[config.mk]
export PLATFORM = sky130hd
export DESIGN_NAME = sat_trunc_fp
export DESIGN_NICKNAME = d
export VERILOG_FILES = /design/src/rtl/sat_trunc_fp.sv
export SDC_FILE = /design/constraint.sdc
export NUM_CORES = 1
export LEC_CHECK = 0
export CORE_AREA = 2 2 39 41
export CTS_BUF_LIST = sky130_fd_sc_hd__clkbuf_2 sky130_fd_sc_hd__clkbuf_4 sky130_fd_sc_hd__clkbuf_8
export DETAILED_ROUTE_END_ITERATION = 8
export DIE_AREA = 0 0 41 43
export DONT_BUFFER_PORTS = 1
export GPL_TIMING_DRIVEN = 0
export PLACE_DENSITY = 0.49
export SLEW_MARGIN = 10
export SYNTH_ARGS = -nofsm -noshare
export SYNTH_HDL_FRONTEND = slang
export SYNTH_SLANG_ARGS = --single-unit
[constraint.sdc]
create_clock -name clk -period 1.6 [get_ports clk]
set_input_delay 0.24 -clock clk [delete_from_list [all_inputs] [get_ports clk]]
set_output_delay 0.24 -clock clk [all_outputs]
set_load 0.005 [all_outputs]
[src/rtl/sat_trunc_fp.sv]
// Registered requantizer: S(NB_XI,NBF_XI) -> S(NB_XO,NBF_XO), truncate or round-half-up, then clamp.
// Latency 1 clock; i_en gates the output register (hold when low), no backpressure.
module sat_trunc_fp #(
    parameter int NB_XI  = 20,
    parameter int NBF_XI = 12,
    parameter int NB_XO  = 8,
    parameter int NBF_XO = 7,
    parameter bit ROUND  = 1'b0
) (
    input  logic             clk,
    input  logic             i_rst_n,
    input  logic             i_en,
    input  logic [NB_XI-1:0] i_data,
    output logic [NB_XO-1:0] o_data,
    output logic             o_sat
);

    localparam int D  = NBF_XI - NBF_XO;
    localparam int RS = (D > 0) ? D - 1 : 0;
    localparam logic [NB_XI:0] ONE = {{NB_XI{1'b0}}, 1'b1};
    localparam logic [NB_XI:0] RC  = (ROUND && (D > 0)) ? (ONE << RS) : '0;
    localparam logic [NB_XO-1:0] OUT_MAX = {1'b0, {(NB_XO-1){1'b1}}};
    localparam logic [NB_XO-1:0] OUT_MIN = {1'b1, {(NB_XO-1){1'b0}}};

    logic signed [NB_XI:0]         ext;
    logic signed [NB_XI:0]         sum;
    logic signed [NB_XI:0]         t;
    logic [NB_XI-NB_XO+1:0]        hi;
    logic                          ovf;
    logic [NB_XO-1:0]              nxt_data;

    // One guard bit above the input keeps the rounding add from wrapping at +full-scale.
    always_comb begin
        ext = $signed({i_data[NB_XI-1], i_data});
        sum = ext + $signed(RC);
        t   = sum >>> D;
        hi  = t[NB_XI:NB_XO-1];
        ovf = ~((&hi) | (~|hi));
        nxt_data = t[NB_XO-1:0];
        if (ovf) begin
            nxt_data = t[NB_XI] ? OUT_MIN : OUT_MAX;
        end
    end

    always_ff @(posedge clk or negedge i_rst_n) begin
        if (!i_rst_n) begin
            o_data <= '0;
            o_sat  <= 1'b0;
        end else if (i_en) begin
            o_data <= nxt_data;
            o_sat  <= ovf;
        end
    end

endmodule

==> summary.txt <==
Global route
  – Met1 usage in global routing: 16.0%
  – Global route overflow: 0
  – Vias in the first global route: 400
  – M2 GR Usage: between 20% and 30%
  – GRT Total Usage: between 10% and 20%
  – First-pass GRT wire length: 1.75 mm
  – Initial antenna violation count: 0
  – Gr busiest metal: met2
  – Largest net degree at the start of global routing: 11
  – GR Layer Usage met3: ~8%

CTS
  – Clk sink count: 9
  – CTS tree: yes
  – Clock Path Buffers: 2
  – H-tree levels: 1
  – Total CTS buffers: 3
  – Clk Latency, worst-skew pair: about 0.25 ns
  – Worst-path clk slew: about 0.06 ns
  – Post-cts sizing count: 0
  – Root Driver: clkbuf_4

Synth
  – Sequential area share after synthesis: between 50% and 60%
  – Synthesized area: 424 sq um
  – Distinct cell type count of the synthesized netlist: 15
  – Syn Nets: 66
  – Synth Instances: 43
  – Syn avg cell area: around 10 sq um
  – Area leader, netlist: dfrtp_1
  – Post-synthesis sequential element count: 9
  – Area contributors post-synth: dfrtp_1, o22ai_1, o21ai_0
  – Synth warnings: 0
  – Yosys top cell area share: a little over half

Critical path
  – FF-to-FF End: o_data[4]$_DFFE_PN0P_
  – Worst Setup SP: i_data[16]
  – Critical R2R Launch: o_data[4]$_DFFE_PN0P_
  – CP Launch Type: input pin
  – R2r setup slk: approximately 0.74 ns
  – Crit path to: o_sat$_DFFE_PN0P_
  – Worst Path Required: between 1.5 and 2 ns
  – Crit. End Element: flip-flop
  – Critical path fanouts, max: 8
  – R2R cell count: 2
  – Worst EP arrival: ~1.2 ns
  – WS Path Type: in -> reg

Routing
  – Drt first pass iters: 4
  – Residual DRC: 0
  – DRT iter0 DRCs: 8
  – Drt total wl: about 1000 um
  – WL/cell: about 16 um
  – Vias: approximately 380
  – Via density: around 6
  – Antenna Nets Post-Route: 0

Placed design
  – PortBufs: 0
  – Placed inst area: between 400 and 500 sq um
  – Routability cong.: roughly 0.65

STA
  – Actual slew at the worst max-slew pin: approximately 0.4 ns
  – Maximum operating frequency: a little under 1 GHz
  – Max-slew violation count: 0
  – Final hold viol count: 0
  – Tmin final: approximately 1.0 ns
  – Final period util: roughly 64%
  – Worst slew margin: 72.4%
  – Final setup viols: 0
  – Unrepaired setup endpoints after global routing: no
  – Max Clock Skew: 0 ns
  – Fin Setup TNS: 0 ns

Pwr
  – P_leak: approximately 0.18 nW
  – VDD IR max: between 300 and 400 uV
  – Internal power: roughly 0.38 mW
  – Switching Fraction: 23.8%
  – Switching power: about 0.12 mW
  – Sequential Power Share: 52.9%
  – Logic pwr share: under 10%
  – Pwr/cell area: about 1000 nW/um^2
  – Clock power frac: ~37%

Floorplan
  – Die X-Extent: just over 40 um
  – I/O pin count: 32
  – Placeable Area: 1380 sq um
  – Rows: 14
  – Die ar.: between 1500 and 2000 sq um
  – Die height: between 40 and 50 um
  – Initial core utilization: a little under a third

Finish
  – Fillers: 152
  – Commonest non-fill, non-tap cell in the layout: dfrtp_1
  – Final Instance Area: around 480 sq um
  – Share of layout cells above drive strength 1: around a fifth
  – Most frequent cells in the layout: dfrtp_1, nor2_1, o21ai_0, o22ai_1, clkbuf_4
  – Seq. cell area: about 230 sq um
  – Area of the multi-input gates: 186 sq um
  – P&R area growth vs syn: 14.2%
  – Layout net count: 72
  – # diodes: 0

Job
  – Max Cap Violations: 0

Min path
  – Hold crit path type: in -> reg

Outcome
  – Status: complete, no violations
## cell families after synthesis
logic type,count (synthesis),share of synthesized area [%]
compound gates,16,22.1
simple gates,13,15.6
mux,2,6.19
buf+inv,3,2.95
flops,9,53.1
## registers in the layout, indices dropped and copies added (netlist names)
register / flops
o_sat: 1
o_data: 8
## power by group through the flow
stage | sequential [mW] | combinational, mW | clock [mW]
5_1_grt | 0.269 | 0.0566 | 0.215
6_report | 0.266 | 0.0489 | 0.188
4_1_cts | 0.266 | 0.0495 | 0.200
3_3_place_gp | 0.269 | 0.0407 | 0
3_5_place_dp | 0.270 | 0.0434 | 0
2_1_floorplan | 0.265 | 0.0367 | 0
## layer usage
metal,wire length (um),up-vias
met5,0,-
met3,92,2
met1,392,187
met4,10,0
li1,-,170
met2,502,20
## layout make-up
cell class	count	area share (%)
Buffer	3	2.58
Timing Repair Buffer	1	2.07
Tap cell	16	4.13
Sequential cell	9	46.5
Clock buffer	4	6.20
Multi-Input combinational cell	31	38.5
## through the flow
stage / util, % / setup slack, ns / total power [mW] / hold slack (ns) / cells
floorplan: - / 0.370 / 0.302 / -0.0556 / 43
global placement: 32.1 / 0.327 / 0.310 / -0.0554 / 59
detailed placement: 32.1 / 0.301 / 0.313 / -0.0554 / 59
finish: 35.0 / 0.572 / 0.502 / 0.135 / 64
CTS: 35.0 / 0.584 / 0.515 / 0.120 / 64
global route: 35.0 / 0.481 / 0.540 / 0.118 / 64
## synth_stat cells
master and number:
a21oi_1 1, buf_2 1, clkbuf_1 2, dfrtp_1 9
mux2_2 1, mux2_4 1, nand2_1 1, nand4_1 2
nor2_1 7, nor2b_1 1, nor3_1 1, nor4_2 1
o21ai_0 7, o22a_2 1, o22ai_1 7
## critical path: stages
cell and delay, ns:
nor4_2 0.28, nand2_1 0.08, o22a_2 0.29, mux2_4 0.27
## how the worst min path moves through the flow
stage / start / to / slack, ns / depth (start not counted)
final: i_data[19] / o_data[7]$_DFFE_PN0P_ / 0.13 / 1
after global routing: i_data[19] / o_data[7]$_DFFE_PN0P_ / 0.12 / 1
after CTS: i_data[19] / o_data[7]$_DFFE_PN0P_ / 0.12 / 1
after detailed placement: i_rst_n / o_data[7]$_DFFE_PN0P_ / -0.06 / 0
after global placement: i_rst_n / o_sat$_DFFE_PN0P_ / -0.06 / 0
after floorplan: i_rst_n / o_data[0]$_DFFE_PN0P_ / -0.06 / 0
## timing repair
action | in CTS | in global routing
hold buffers | 1 | 0
endpoints found under the hold margin | 9 | 0
buffers inserted | 0 | 0
Power figures use the tool's default switching activity.
